$ cat config.mk
export PLATFORM = sky130hd
export DESIGN_NAME = cnn_layer_sequencer
export DESIGN_NICKNAME = d
export VERILOG_FILES = /design/src/rtl/cnn_layer_sequencer.sv
export SDC_FILE = /design/constraint.sdc
export NUM_CORES = 2
export LEC_CHECK = 0
export CAP_MARGIN = 30
export CORE_ASPECT_RATIO = 0.9
export CORE_MARGIN = 8
export CORE_UTILIZATION = 40
export CTS_CLUSTER_SIZE = 10
export DETAILED_ROUTE_END_ITERATION = 12
export GPL_TIMING_DRIVEN = 0
export PLACE_DENSITY = 0.58
export SKIP_CTS_REPAIR_TIMING = 1
export SYNTH_ARGS = -nofsm -noshare
export SYNTH_HDL_FRONTEND = slang
export SYNTH_SLANG_ARGS = --single-unit
$ cat constraint.sdc
create_clock -name clk -period 2.8 [get_ports clk]
set_clock_uncertainty 0.05 [all_clocks]
set_input_delay 0.28 -clock clk [delete_from_list [all_inputs] [get_ports clk]]
set_output_delay 0.28 -clock clk [all_outputs]
set_load 0.005 [all_outputs]
$ cat src/rtl/cnn_layer_sequencer.sv
// Layer sequencer for the systolic CNN accelerator: holds a programmable per-layer
// config table and steps the datapath through one layer at a time.
module cnn_layer_sequencer #(
  parameter int  MAX_LAYERS = 16,
  parameter int  ADDR_W     = 22,
  localparam int CFG_W      = 37 + 2*ADDR_W,
  localparam int IDX_W      = $clog2(MAX_LAYERS),
  localparam int CNT_W      = $clog2(MAX_LAYERS+1)
) (
  input  logic              clk,
  input  logic              rst_n,
  input  logic              cfg_we,
  input  logic [IDX_W-1:0]  cfg_idx,
  input  logic [CFG_W-1:0]  cfg_wdata,
  input  logic [CNT_W-1:0]  num_layers,
  input  logic              start_CNN,
  input  logic              abort,
  input  logic              done_layer,
  output logic              start_layer,
  output logic              done_CNN,
  output logic              busy,
  output logic              cfg_err,
  output logic [CNT_W-1:0]  count_layer,
  output logic [8:0]        ifm_size,
  output logic [10:0]       ifm_channel,
  output logic [1:0]        kernel_size,
  output logic [10:0]       num_filter,
  output logic              maxpool_mode,
  output logic [1:0]        maxpool_stride,
  output logic              upsample_mode,
  output logic [ADDR_W-1:0] start_write_addr,
  output logic [ADDR_W-1:0] start_read_addr
);
  localparam logic [1:0] S_IDLE  = 2'd0;
  localparam logic [1:0] S_LOAD  = 2'd1;
  localparam logic [1:0] S_START = 2'd2;
  localparam logic [1:0] S_RUN   = 2'd3;

  logic [1:0]       state;
  logic [CFG_W-1:0] tbl [MAX_LAYERS];
  logic [IDX_W-1:0] idx;
  logic [CNT_W-1:0] run_len, clamp_len;
  logic [CFG_W-1:0] ent;
  logic             idx_ok, wr_ok, last;

  assign busy      = (state != S_IDLE);
  assign idx_ok    = 32'(cfg_idx) < MAX_LAYERS;
  assign wr_ok     = cfg_we && !busy && idx_ok;
  assign clamp_len = (32'(num_layers) > MAX_LAYERS) ? CNT_W'(MAX_LAYERS) : num_layers;
  assign last      = (32'(idx) + 32'd1 == 32'(run_len));
  assign ent       = tbl[idx];

  always_ff @(posedge clk or negedge rst_n) begin
    if (!rst_n) begin
      state            <= S_IDLE;
      idx              <= '0;
      run_len          <= '0;
      start_layer      <= 1'b0;
      done_CNN         <= 1'b0;
      cfg_err          <= 1'b0;
      count_layer      <= '0;
      ifm_size         <= '0;
      ifm_channel      <= '0;
      kernel_size      <= '0;
      num_filter       <= '0;
      maxpool_mode     <= 1'b0;
      maxpool_stride   <= '0;
      upsample_mode    <= 1'b0;
      start_write_addr <= '0;
      start_read_addr  <= '0;
      for (int i = 0; i < MAX_LAYERS; i++) tbl[i] <= '0;
    end else begin
      start_layer <= 1'b0;
      done_CNN    <= 1'b0;
      cfg_err     <= cfg_we && !wr_ok;
      // a write landing with the accepted start is visible to the LOAD read next cycle
      if (wr_ok) tbl[cfg_idx] <= cfg_wdata;
      case (state)
        S_IDLE: if (start_CNN) begin
          idx     <= '0;
          run_len <= clamp_len;
          if (clamp_len == '0) done_CNN <= 1'b1;
          else                 state    <= S_LOAD;
        end
        S_LOAD: if (abort) begin
          state       <= S_IDLE;
          count_layer <= '0;
        end else begin
          ifm_size         <= ent[8:0];
          ifm_channel      <= ent[19:9];
          kernel_size      <= ent[21:20];
          num_filter       <= ent[32:22];
          maxpool_mode     <= ent[33];
          maxpool_stride   <= ent[35:34];
          upsample_mode    <= ent[36];
          start_write_addr <= ent[36+ADDR_W:37];
          start_read_addr  <= ent[36+2*ADDR_W:37+ADDR_W];
          count_layer      <= CNT_W'(32'(idx) + 32'd1);
          state            <= S_START;
        end
        S_START: if (abort) begin
          state       <= S_IDLE;
          count_layer <= '0;
        end else begin
          start_layer <= 1'b1;
          state       <= S_RUN;
        end
        S_RUN: if (abort) begin
          state       <= S_IDLE;
          count_layer <= '0;
        end else if (done_layer) begin
          if (last) begin
            done_CNN    <= 1'b1;
            count_layer <= '0;
            state       <= S_IDLE;
          end else begin
            idx   <= idx + 1'b1;
            state <= S_LOAD;
          end
        end
        default: state <= S_IDLE;
      endcase
    end
  end
endmodule

Yosys cells after proc, flatten, opt, wreduce, memory -nomap -nowiden
Cells that the tools add are included.
- memory bits (writable): 0
- latch bits: 0
- output and inout port bits: 90
- memories: 0
- logic and storage cells: 102
- register bits after elaboration: 1396
- bits in read-only memories: 0
- $lt $le $gt $ge: 4
- add/subtract/negate cells: 2
- eq/ne operators: 12
- mux-type cells: 34
- reductions and logical operators: 15
- shift-type cells: 0
- divide/modulo/power cells: 0
- bitwise gates (word level): 3
- $mul: 0
- operator list (cell ; count):
    1296-bit bitwise mux ; 1
    81-bit binary-select mux with 4-bit select ; 1
    81-bit demux with 4-bit select ; 1
    81-bit 2-to-1 mux ; 3
    32-bit by 5-bit equality test with 1-bit output ; 1
    5-bit 2-to-1 mux ; 6
    4-bit 2-to-1 mux ; 4
    5-bit case mux with 3 select lines ; 1
    2-bit 2-to-1 mux ; 6
    2-bit != test, second input constant ; 6
    5-bit greater-or-equal comparator, second input constant ; 2
    4-bit inverter with 5-bit output ; 2
    1-bit 2-to-1 mux ; 8
    2-bit case mux with 4 select lines ; 1
    4-bit case mux with 2 select lines ; 1
    3-bit != test, second input constant ; 2
    4-bit by 1-bit adder with 5-bit output, second input constant ; 1
    5-bit greater-than comparator, second input constant ; 1
    5-bit zero test ; 1
    5-bit by 1-bit < comparator with 1-bit output, second input constant ; 1
    5-bit AND reduction ; 1
    4-bit by 1-bit adder with 4-bit output, second input constant ; 1
    2-bit equality test, second input constant ; 2
    2-bit AND reduction ; 2
    10 further kinds ; 14

Depth between registers and ports, before layout
- depth in word-level cells: 6
- mapped depth: 9

Least setup slack after synthesis
Ideal clock, no wire load.
- path type: reg2reg
- from: register state[0]
- to: register tbl[162] (netlist bit)
- buffers on the path: 1
- arrival: 1977 ps
- cell stages (with the launch flop): 9
- setup slack: 648 ps
- required time: 2625 ps
- period minus slack after synthesis: 2152 ps
- cells stage by stage: dfrtp_1 > inv_1 > ha_1 > nand2_1 > nor2_1 > nand2_1 > nor2_1 > buf_2 > mux2_2
- word-level cells in the longest chain between the ends: 3
- RTL lines (element ; line ; text):
    start, declared ; 39 ; logic [1:0] state;
    start signal, assigned ; 55 ; state <= S_IDLE;
    start signal, assigned ; 83 ; else state <= S_LOAD;
    start signal, assigned ; 86 ; state <= S_IDLE;
    2-bit nonzero test ; 46 ; assign busy = (state != S_IDLE);
    1-bit zero test ; 48 ; assign wr_ok = cfg_we && !busy && idx_ok;
    1-bit logical AND ; 48 ;
    end signal, assigned by index ; 77 ; if (wr_ok) tbl[cfg_idx] <= cfg_wdata;
    end, declared ; 40 ; logic [CFG_W-1:0] tbl [MAX_LAYERS];
Every way passes these cells.
A chain may end at the register's enable or synchronous reset.

Worst setup path in the final report
- from: register state[0]
- to: register tbl[51] (netlist bit)
The elaborated chain is that of the path after synthesis.

==> metrics.txt <==
status finished, violations left; violated checks negative hold slack, negative setup slack; initial antenna violation count 19; GP Congestion 0.775; crit-path max cell delay 0.59 ns; crit start category flip-flop; Max Root-Sink Buffers 3; Slowest cell on crit path nor2_2; final worst path period need 2.92 ns; wire length per cell 27.9 µm; Via density 5.59; worst setup margin -0.116 ns; Total GRT Usage 0.211; post-synthesis sequential area ratio 0.565; Max Freq 343 MHz; WL met3 8630 µm; compound-gate portion of the synthesized area 0.0161; Layout area overhead 16.9%; Sequential Area 0.0349 mm²; met1 WL 79200 µm; Post-Synth Adder-Cell Area 0.00122; Pwr per Cell Area 1040 mW/mm²; Core Util, Final 0.469; highest routed layer met5; XOR/XNOR Fraction of Synth Area 0.000992; vias in the first global route 37919; share of layout cells above drive strength 1 0.476; post-synthesis mux area share 0.381; largest net degree at the start of global routing 176; Slew headroom 0.331; Synth top area share 0.565; first-pass GRT wire length 264000 µm; RSZ-0062 raised after global routing yes; dpl ws -1.06 ns; critical path start-end classification flip-flop to flip-flop; Post-synth EDFFs 0; Critical Path Sink Type flip-flop; Bufs and invs on worst path 3; H-tree levels 4; asr flop ratio synth 1.00; Filler cells 13377; simple-gate share of the synthesized area 0.0111; clk_lat worst skew 0.79 ns; Core ar. 0.154 mm²; largest family of logic cells by synthesized area multiplexers; footprint of the multi-input gates 0.0254 mm²; Worst-Margin Slew 1.00 ns; Avg Cell Area, Syn 15.9 µm²; initial DRC count 2655; Initial Util 0.401; CTS Root Cell clkbuf_16; fin nets 4393; fin. max-slew vios 0; endpoints failing setup 101; Worst EP required 3.39 ns; Synth Register Bits 1396; die height 389 µm; Critical Path AT 3.51 ns; Lkg Pwr 31.3 nW; TritonCTS clock tree built; Detailed Routing Iterations Pass 1 7; Hold Fails Final Rpt 142; Area contributors post-synth dfrtp_1 57%, mux2_2 23%, mux4_2 12%; mapped cell area 0.0618 mm²; # IOs 186; IR drop worst, VDD 0.637 mV; critical path peak fanout 10; Max Cap Violations 0; DIE AREA 0.167 mm²; Post-DRT Antenna Nets 0; met2 routed wirelength 84100 µm; clk sink count 1396; Post-Synthesis Cells 3875; DR vias 35558; CP cell instances inv_1 > ha_4 > nand4_1 > nor2_2 > buf_8 > buf_2 > mux2_2; clk slew on worst S/H paths 0.05 ns; post-DP HPWL 116000 µm; total CTS buffers 162; Synth area leader dfrtp_1; GR Overflow Total 0; Mapped Nets 3977; final worst path period share 1.04; Port Buffers 182; Yosys warnings 0; Core Rows 137; Most used DFF post-synth dfrtp_1; Die Span X 430 µm; Hold Slack -0.623 ns; CP top delay family simple AND/OR/NAND/NOR gates; Post-route DRC 0; Distinct cells, synth 41; flop-to-flop setup slack -0.12 ns; Routed WL 178000 µm; Hold Path Class input pin to async pin
-- cells in the final DEF, fill, tap and decap left out, types with 5 or more instances in the layout --
cell             synthesis  layout
nor2_4                   0       7
buf_16                   0      10
buf_12                   0       7
buf_2                  156     108
clkdlybuf4s50_1          0     181
nand2b_1                10      10
o211ai_1                 5       5
clkbuf_2                 1      32
clkbuf_4                 0      30
dfrtp_1               1396    1396
ha_1                     6       5
o21ai_0                 89      89
buf_6                    0      20
diode_2                  0       7
inv_6                    0       6
buf_8                    0      41
a21oi_1                 84      84
buf_1                   20      13
mux2i_1                162     161
buf_4                    2      18
mux4_2                 324     324
nor2b_1                  5       5
clkbuf_16                0     164
mux2_2                1267    1267
clkbuf_1               157     152
mux2_1                  31      31
nand2_1                 13      13
clkbuf_8                 0       9
inv_1                    7       7
nor2_1                  96      90
-- stage by stage --
step	power (mW)	instance area [µm²]	setup TNS [ns]	instances	hold WS [ns]
after floorplan	48.9	61800	0	3875	-0.0656
after global placement	55.3	66100	-	6072	0.412
after detailed placement	56.0	67000	-707.46	6121	0.307
after CTS	75.3	71600	-504.74	6336	-0.540
after global routing	79.1	72200	-17.07	6362	-0.517
final	74.8	72200	-7.67	6364	-0.623
-- flip-flops by register name (all words and copies together) (netlist names), 2 cells and up --
name and count:
tbl 1296, start_read_addr 22, start_write_addr 22, ifm_channel 11, num_filter 11, ifm_size 9, count_layer 5, run_len 5
idx 4, kernel_size 2, maxpool_stride 2, state 2
-- where the power goes --
group / internal (mW) / total, mW / leakage (nW) / switching (mW)
clock: 10.8 / 19.1 / 2.22 / 8.29
sequential: 29.7 / 34.4 / 18.1 / 4.74
combinational: 13.4 / 21.3 / 11.0 / 7.95
total: 53.8 / 74.8 / 31.3 / 21.0
-- worst reg2reg max path, delay by kind of cell (launching register included) --
kind | cells | cell delay (ns)
AND/OR/NAND/NOR | 2 | 0.94
buffers and inverters | 3 | 0.76
flip-flops | 1 | 0.41
multiplexers | 1 | 0.40
adder cells (fa/ha/maj) | 1 | 0.22
-- path summary, 6_finish.rpt --
check | start | to | depth (start not counted)
min in group clk | num_layers[1] | run_len[1]$_DFFE_PN0P_ | 3
setup reg to reg | state[0]$_DFFE_PN0P_ | tbl[51]$_DFFE_PN0P_ | 7
max in group asynchronous | rst_n | tbl[1087]$_DFFE_PN0P_ | 5
setup / recovery | state[0]$_DFFE_PN0P_ | tbl[51]$_DFFE_PN0P_ | 7
hold reg to reg | count_layer[3]$_DFFE_PN0P_ | count_layer[3]$_DFFE_PN0P_ | 1
hold / removal | rst_n | count_layer[0]$_DFFE_PN0P_ | 1
-- final cells by class --
type | count | share of cell area
well taps | 2015 | 0.0349
diodes | 7 | 0.000243
repair buffers | 256 | 0.0420
clock inverters | 17 | 0.00386
inverters | 7 | 0.000364
clock buffers | 198 | 0.0593
plain buffers | 332 | 0.0232
flip-flops and latches | 1396 | 0.484
multi-input cells | 2136 | 0.352
-- routing by layer --
metal | global-route usage | vias up
li1 | - | 15130
met1 | 0.295 | 19372
met2 | 0.337 | 780
met3 | 0.0373 | 274
met4 | 0.0672 | 2
met5 | 0 | -
-- cell usage after synthesis, drive strengths merged, types with 2 or more instances --
cell and instances:
dfrtp 1396, mux2 1298, mux4 324, buf 178
mux2i 162, clkbuf 158, nor2 99, o21ai 89
a21oi 84, nand2 13, nand2b 10, inv 7
ha 6, nand3 5, nor2b 5, o211ai 5
o2bb2ai 4, xor2 4, nor3b 3, or4 3
xnor2 3, a21o 2, a31oi 2, or2 2
or3b 2
-- kinds of logic (layout without fill, tap and decap cells) --
logic type / count (synthesis) / count (layout)
multiplexers: 1784 / 1784
AND/OR/NAND/NOR: 150 / 150
adder cells (fa/ha/maj): 6 / 6
XOR/XNOR: 7 / 7
buffers and inverters: 343 / 810
flip-flops: 1396 / 1396
other: 0 / 7
AO/OA/AOI/OAI: 189 / 189
Power figures use the tool's default switching activity.
